### src/rtl/mio_pkg.sv
// Shared MIO bus definitions: UART register offsets, status/ctrl bit positions and TX FSM states.
package mio_pkg;

  localparam logic [3:0] MIO_UART_DATA_OFS = 4'h0;
  localparam logic [3:0] MIO_UART_CTRL_OFS = 4'h4;

  localparam int ST_EMPTY   = 0;
  localparam int ST_FULL    = 1;
  localparam int ST_EN      = 2;
  localparam int ST_OVF     = 3;
  localparam int ST_CNT_LSB = 8;

  localparam int CTRL_FLUSH   = 0;
  localparam int CTRL_EN      = 1;
  localparam int CTRL_OVF_CLR = 2;

  typedef enum logic [2:0] {
    UART_IDLE,
    UART_START,
    UART_DATA,
    UART_PARITY,
    UART_STOP
  } uart_state_t;

  // Clocks per bit, rounded to nearest.
  function automatic int calc_div(input int clk_hz, input int baud);
    return (clk_hz + baud / 2) / baud;
  endfunction

endpackage

### src/rtl/uart_tx_fifo.sv
// Synchronous FIFO for the UART transmitter; flush has priority over push and pop.
module uart_tx_fifo #(
  parameter int DEPTH  = 16,
  parameter int DATA_W = 8,
  localparam int PTR_W = $clog2(DEPTH),
  localparam int CNT_W = $clog2(DEPTH) + 1
) (
  input  logic              clk,
  input  logic              rst_n,
  input  logic              push,
  input  logic              pop,
  input  logic              flush,
  input  logic [DATA_W-1:0] din,
  output logic [DATA_W-1:0] dout,
  output logic              full,
  output logic              empty,
  output logic [CNT_W-1:0]  count
);

  logic [DATA_W-1:0] mem [DEPTH];
  logic [PTR_W-1:0]  wr_ptr;
  logic [PTR_W-1:0]  rd_ptr;
  logic              do_push;
  logic              do_pop;

  assign full    = (count == CNT_W'(DEPTH));
  assign empty   = (count == '0);
  assign do_push = push && !full && !flush;
  assign do_pop  = pop && !empty && !flush;
  assign dout    = mem[rd_ptr];

  always_ff @(posedge clk or negedge rst_n) begin
    if (!rst_n) begin
      wr_ptr <= '0;
      rd_ptr <= '0;
      count  <= '0;
    end else if (flush) begin
      wr_ptr <= '0;
      rd_ptr <= '0;
      count  <= '0;
    end else begin
      if (do_push) wr_ptr <= wr_ptr + PTR_W'(1);
      if (do_pop)  rd_ptr <= rd_ptr + PTR_W'(1);
      if (do_push && !do_pop)      count <= count + CNT_W'(1);
      else if (do_pop && !do_push) count <= count - CNT_W'(1);
    end
  end

  always_ff @(posedge clk) begin
    if (do_push) mem[wr_ptr] <= din;
  end

endmodule

### src/rtl/mio_uart_tx.sv
// MIO-mapped UART transmitter: DATA/CTRL register decode, TX FIFO, baud-timed 8N1 serialiser.
// Define UART_TX_PARITY_EN to insert an even-parity bit after data bit 7.
module mio_uart_tx
  import mio_pkg::*;
#(
  parameter int CLK_HZ     = 100_000_000,
  parameter int BAUD       = 115200,
  parameter int FIFO_DEPTH = 16
) (
  input  logic        clk,
  input  logic        RSTN,
  input  logic        uart_we,
  input  logic        addr_sel,
  input  logic [31:0] wdata,
  output logic [31:0] status_out,
  output logic        busy,
  output logic        tx
);

  localparam int DIV    = calc_div(CLK_HZ, BAUD);
  localparam int BAUD_W = $clog2(DIV);
  localparam int CNT_W  = $clog2(FIFO_DEPTH) + 1;

  uart_state_t       state;
  uart_state_t       state_nxt;
  logic [BAUD_W-1:0] baud_cnt;
  logic [2:0]        bit_idx;
  logic [7:0]        shift;
  logic              bit_end;
  logic              pop;
  logic              en;
  logic              ovf;
  logic              wr_data;
  logic              wr_ctrl;
  logic              flush;
  logic [7:0]        fifo_dout;
  logic              fifo_full;
  logic              fifo_empty;
  logic [CNT_W-1:0]  fifo_count;
  logic [8:0]        cnt_ext;
  logic              unused_bits;
`ifdef UART_TX_PARITY_EN
  logic              par;
`endif

  assign wr_data = uart_we && (addr_sel == MIO_UART_DATA_OFS[2]);
  assign wr_ctrl = uart_we && (addr_sel == MIO_UART_CTRL_OFS[2]);
  assign flush   = wr_ctrl && wdata[CTRL_FLUSH];

  uart_tx_fifo #(.DEPTH(FIFO_DEPTH), .DATA_W(8)) u_fifo (
    .clk   (clk),
    .rst_n (RSTN),
    .push  (wr_data),
    .pop   (pop),
    .flush (flush),
    .din   (wdata[7:0]),
    .dout  (fifo_dout),
    .full  (fifo_full),
    .empty (fifo_empty),
    .count (fifo_count)
  );

  // A DATA write that finds the FIFO full is dropped inside the FIFO; here it only latches ovf.
  always_ff @(posedge clk or negedge RSTN) begin
    if (!RSTN) begin
      en  <= 1'b1;
      ovf <= 1'b0;
    end else begin
      if (wr_data && fifo_full) ovf <= 1'b1;
      if (wr_ctrl) begin
        en <= wdata[CTRL_EN];
        if (wdata[CTRL_OVF_CLR]) ovf <= 1'b0;
      end
    end
  end

  always_ff @(posedge clk or negedge RSTN) begin
    if (!RSTN) state <= UART_IDLE;
    else       state <= state_nxt;
  end

  assign bit_end = (baud_cnt == BAUD_W'(DIV - 1));

  always_comb begin
    state_nxt = state;
    pop       = 1'b0;
    unique case (state)
      UART_IDLE: begin
        if (en && !fifo_empty) begin
          pop       = 1'b1;
          state_nxt = UART_START;
        end
      end
      UART_START: if (bit_end) state_nxt = UART_DATA;
      UART_DATA: begin
        if (bit_end && bit_idx == 3'd7) begin
`ifdef UART_TX_PARITY_EN
          state_nxt = UART_PARITY;
`else
          state_nxt = UART_STOP;
`endif
        end
      end
      UART_PARITY: if (bit_end) state_nxt = UART_STOP;
      UART_STOP: begin
        if (bit_end) begin
          if (en && !fifo_empty) begin
            pop       = 1'b1;
            state_nxt = UART_START;
          end else begin
            state_nxt = UART_IDLE;
          end
        end
      end
      default: state_nxt = UART_IDLE;
    endcase
  end

  // Baud counter restarts on every state entry; transitions only happen on bit_end or from IDLE.
  always_ff @(posedge clk or negedge RSTN) begin
    if (!RSTN) begin
      baud_cnt <= '0;
      bit_idx  <= '0;
    end else begin
      if (state == UART_IDLE || bit_end) baud_cnt <= '0;
      else                               baud_cnt <= baud_cnt + BAUD_W'(1);
      if (pop)                                  bit_idx <= '0;
      else if (state == UART_DATA && bit_end)   bit_idx <= bit_idx + 3'd1;
    end
  end

  always_ff @(posedge clk) begin
    if (pop) begin
      shift <= fifo_dout;
`ifdef UART_TX_PARITY_EN
      par   <= ^fifo_dout;
`endif
    end else if (state == UART_DATA && bit_end) begin
      shift <= {1'b0, shift[7:1]};
    end
  end

  always_comb begin
    tx = 1'b1;
    unique case (state)
      UART_START:  tx = 1'b0;
      UART_DATA:   tx = shift[0];
`ifdef UART_TX_PARITY_EN
      UART_PARITY: tx = par;
`endif
      default:     tx = 1'b1;
    endcase
  end

  assign busy    = (state != UART_IDLE);
  assign cnt_ext = 9'(fifo_count);

  always_comb begin
    status_out                       = '0;
    status_out[ST_CNT_LSB +: 8]      = cnt_ext[7:0];
    status_out[ST_OVF]               = ovf;
    status_out[ST_EN]                = en;
    status_out[ST_FULL]              = fifo_full;
    status_out[ST_EMPTY]             = fifo_empty;
  end

  assign unused_bits = &{1'b0, wdata[31:8], cnt_ext[8]};

endmodule
### config.mk
export PLATFORM = sky130hd
export DESIGN_NAME = mio_uart_tx
export DESIGN_NICKNAME = d
export VERILOG_FILES = /design/src/rtl/mio_pkg.sv /design/src/rtl/uart_tx_fifo.sv /design/src/rtl/mio_uart_tx.sv
export SDC_FILE = /design/constraint.sdc
export NUM_CORES = 1
export LEC_CHECK = 0
export CAP_MARGIN = 20
export CORE_MARGIN = 5
export CORE_UTILIZATION = 45
export CTS_CLUSTER_DIAMETER = 150
export DETAILED_ROUTE_END_ITERATION = 10
export PLACE_DENSITY_LB_ADDON = 0.3
export SYNTH_ARGS = -nofsm -noshare
export SYNTH_HDL_FRONTEND = slang
export SYNTH_HIERARCHICAL = 1
export SYNTH_SLANG_ARGS = --single-unit
### constraint.sdc
create_clock -name clk -period 5.94 [get_ports clk]
set_input_delay 1.485 -clock clk [delete_from_list [all_inputs] [get_ports clk]]
set_output_delay 1.485 -clock clk [all_outputs]
set_load 0.01 [all_outputs]
==> impl_metrics.ini <==
[layout]
regArea_sq_mm = 0.00486
area_growth_pct = 12.4
fill_cells = 1345
multi_input_area_sq_mm = 0.00232
drive_above_1_share_pct = 16.1
layout.nets = 507
antennaDiodeCount = 0

[synthesis]
yosys_warnings = 6
synth_edf_count = 136
ys_seq_area_share_pct = 65.3
yosys.area.top_type_share_pct = 54.9
syn_inst = 430
ys_top_cells_by_count = edfxtp_1 (136), nor2_1 (39), dfrtp_1 (30), mux4_1 (30), buf_4 (27)
ys_types = 61
synthFlopType = edfxtp_1
syn_avg_cell_area_sq_um = 17.3
ys_seq_elements = 167
yosys-top-cells-area = edfxtp_1 (55%), mux4_1 (11%), dfrtp_1 (10%)
synth_area_sq_mm = 0.00744
yosysMostFrequentCell = edfxtp_1
synthArstFlopShare_pct = 18.6
yosysTopAreaCell = edfxtp_1

[timing]
setup_tns_ns = 0
tightest_slew_ns = 1.04
finalCritPeriodShare_pct = 77.1
worst_hold_slack_ns = 0.500
slew_viol_final = 0
finalSetupViolations = 0
maxSlewHeadroom_pct = 30.3
max_freq_ghz = 0.218
period_needed_ns = 4.58
hold_viol_final = 0
rsz0062_at_grt = false
finalClockSkew_ns = 0.00737

[clock_network]
clk_latency_ns = 0.43
ctsHoldBuffers = 0
clkSlewWorstSetupHoldPaths_ns = 0.07
cts_tree = yes
cts_buffers = 17
post_cts_buffers = 0
cts_num_sinks = 167
htreeDepth = 4
clk_path_buf_depth = 2
clock-root-buffer = clkbuf_16
cts-resized-gates = 0

[drt]
drc = 0
wl_um = 13600
via_count = 3713
ant_nets = 0
routedWlPerCell_um = 19.7
via_per_inst = 5.37
drt-initial-drc-count = 231
firstDrtPassIters = 4

[die]
fp.dieW_um = 139
dieArea_sq_mm = 0.0192
core-area_sq_mm = 0.0164
start_util_pct = 45.4
fp-row-count = 47
pin_count = 70
die_h_um = 139

[power_and_ir_drop]
power_density_mw_per_mm2 = 402
switchingPower_w = 0.000992
peakVddDrop_mv = 0.237
switching_share_pct = 29.5
p_clk_share_pct = 32.0
power_leakage_nw = 2.93
p_int_w = 0.00237
seqPwrFrac_pct = 44.2
p_comb_share_pct = 23.8

[grt]
top_usage_layer = met2
grtUsageMet3_pct = 3.72
gr-total-overflow = 0
use_met1_pct = 19.1
use_met2_pct = 24.2
grt_pass1_vias = 3730
grt_max_degree = 36
antenna_found_initial = 0
grtUsageTotal_pct = 14.6
grt_pass1_wl_um = 21300

[min_path]
holdCritPathClass = register to register
hold_path_depth = 1
timing.hold.worst.start = baud_cnt[0]
min_to = baud_cnt[0]

[worst_setup_path]
rrSetupSlack_ns = 2.16
rr_startpoint = u_fifo/count[0]
cp-start-kind = primary input
criticalPathCategory = primary input to register
rr_endpoint = u_fifo/count[4]
cp_max_fo = 8
worstPathArrival_ns = 4.92
required_ns = 6.29
cp-end-kind = register
r2r_cells = 12

[placed_design]
post-dp-hpwl_um = 8960
numPortBuffers = 22
place.gp.congestion = 0.813

[job]
cap_viol_max_count = 0

[status]
status = finished clean
-- power groups by stage --
stage                     combinational, W  sequential, W  clock, W
final                             0.000799        0.00149   0.00108
after global routing              0.000866        0.00150   0.00116
after CTS                         0.000810        0.00149   0.00110
after detailed placement          0.000804        0.00151         0
after global placement            0.000786        0.00151         0
after floorplan                   0.000636        0.00146         0
-- through the flow --
stage                     cell area, sq um  utilization [%]  worst slack (ns)  total power, W  std cells
after floorplan                       7520                -              2.07         0.00210        452
after global placement                7770             47.4              1.06         0.00229        658
after detailed placement              7770             47.4              1.05         0.00232        658
after CTS                             8360             50.9              1.46         0.00340        690
after global routing                  8360             51.0              1.12         0.00353        691
final                                 8360             51.0              1.36         0.00336        691
-- worst max path at each step --
stage	to	startpoint	slack, ns
detailed placement	u_fifo/count[4]	uart_we	1.05
global placement	u_fifo/count[4]	uart_we	1.06
finish	u_fifo/count[4]	uart_we	1.36
global route	u_fifo/count[4]	uart_we	1.12
CTS	u_fifo/count[4]	uart_we	1.46
floorplan	u_fifo/count[4]	uart_we	2.07
-- cell usage in the layout, fill, tap and decap left out, types with 5 or more instances in the layout --
| cell | instances |
|---|---|
| xor2_1 | 6 |
| mux2i_1 | 5 |
| xnor2_1 | 10 |
| dfrtp_1 | 30 |
| mux4_1 | 30 |
| a21oi_1 | 8 |
| buf_4 | 8 |
| nand2_1 | 12 |
| ha_1 | 12 |
| nand3_1 | 9 |
| mux4_2 | 10 |
| nor2_1 | 39 |
| clkdlybuf4s50_1 | 22 |
| clkbuf_16 | 17 |
| nor3_1 | 6 |
| inv_1 | 8 |
| mux2_2 | 7 |
| edfxtp_1 | 136 |
| conb_1 | 23 |
-- registers in the layout (all words and copies together), names as in the netlist --
signal         flops
u_fifo/wr_ptr      4
shift              8
u_fifo/count       5
ovf                1
bit_idx            3
u_fifo/mem       128
en                 1
baud_cnt          10
state              3
u_fifo/rd_ptr      4
-- per-layer routing --
layer / routed length [um] / vias to the layer above
li1: - / 1706
met5: 0 / -
met4: 146 / 0
met1: 5740 / 1879
met3: 813 / 12
met2: 6920 / 116
-- kinds of logic (layout without fill, tap and decap cells) --
kind of cell	count (synthesis)	count (layout)	share of synthesized area (%)
AO/OA/AOI/OAI	32	32	3.23
other	1	23	0.0504
adder cells (fa/ha/maj)	13	13	2.29
XOR/XNOR	16	16	1.88
multiplexers	56	56	16.0
flip-flops	167	167	65.3
AND/OR/NAND/NOR	93	93	6.67
buffers and inverters	52	71	4.56
-- cell type report --
type	count	share of cell area, %
Clock inverter	15	1.94
Inverter	8	0.359
Timing Repair Buffer	31	3.41
Tap cell	220	3.29
Multi-Input combinational cell	233	27.8
Sequential cell	167	58.1
Clock buffer	17	5.09
-- critical path: stages --
cell             delay (ns)
clkdlybuf4s50_1        0.58
nor2b_1                0.50
inv_1                  0.18
a211oi_1               0.51
nand2_1                0.26
fa_1                   0.48
a21o_1                 0.21
a2111oi_0              0.42
o21ai_0                0.14
a31oi_1                0.14
Note: power is estimated with default switching activity, not from simulation.
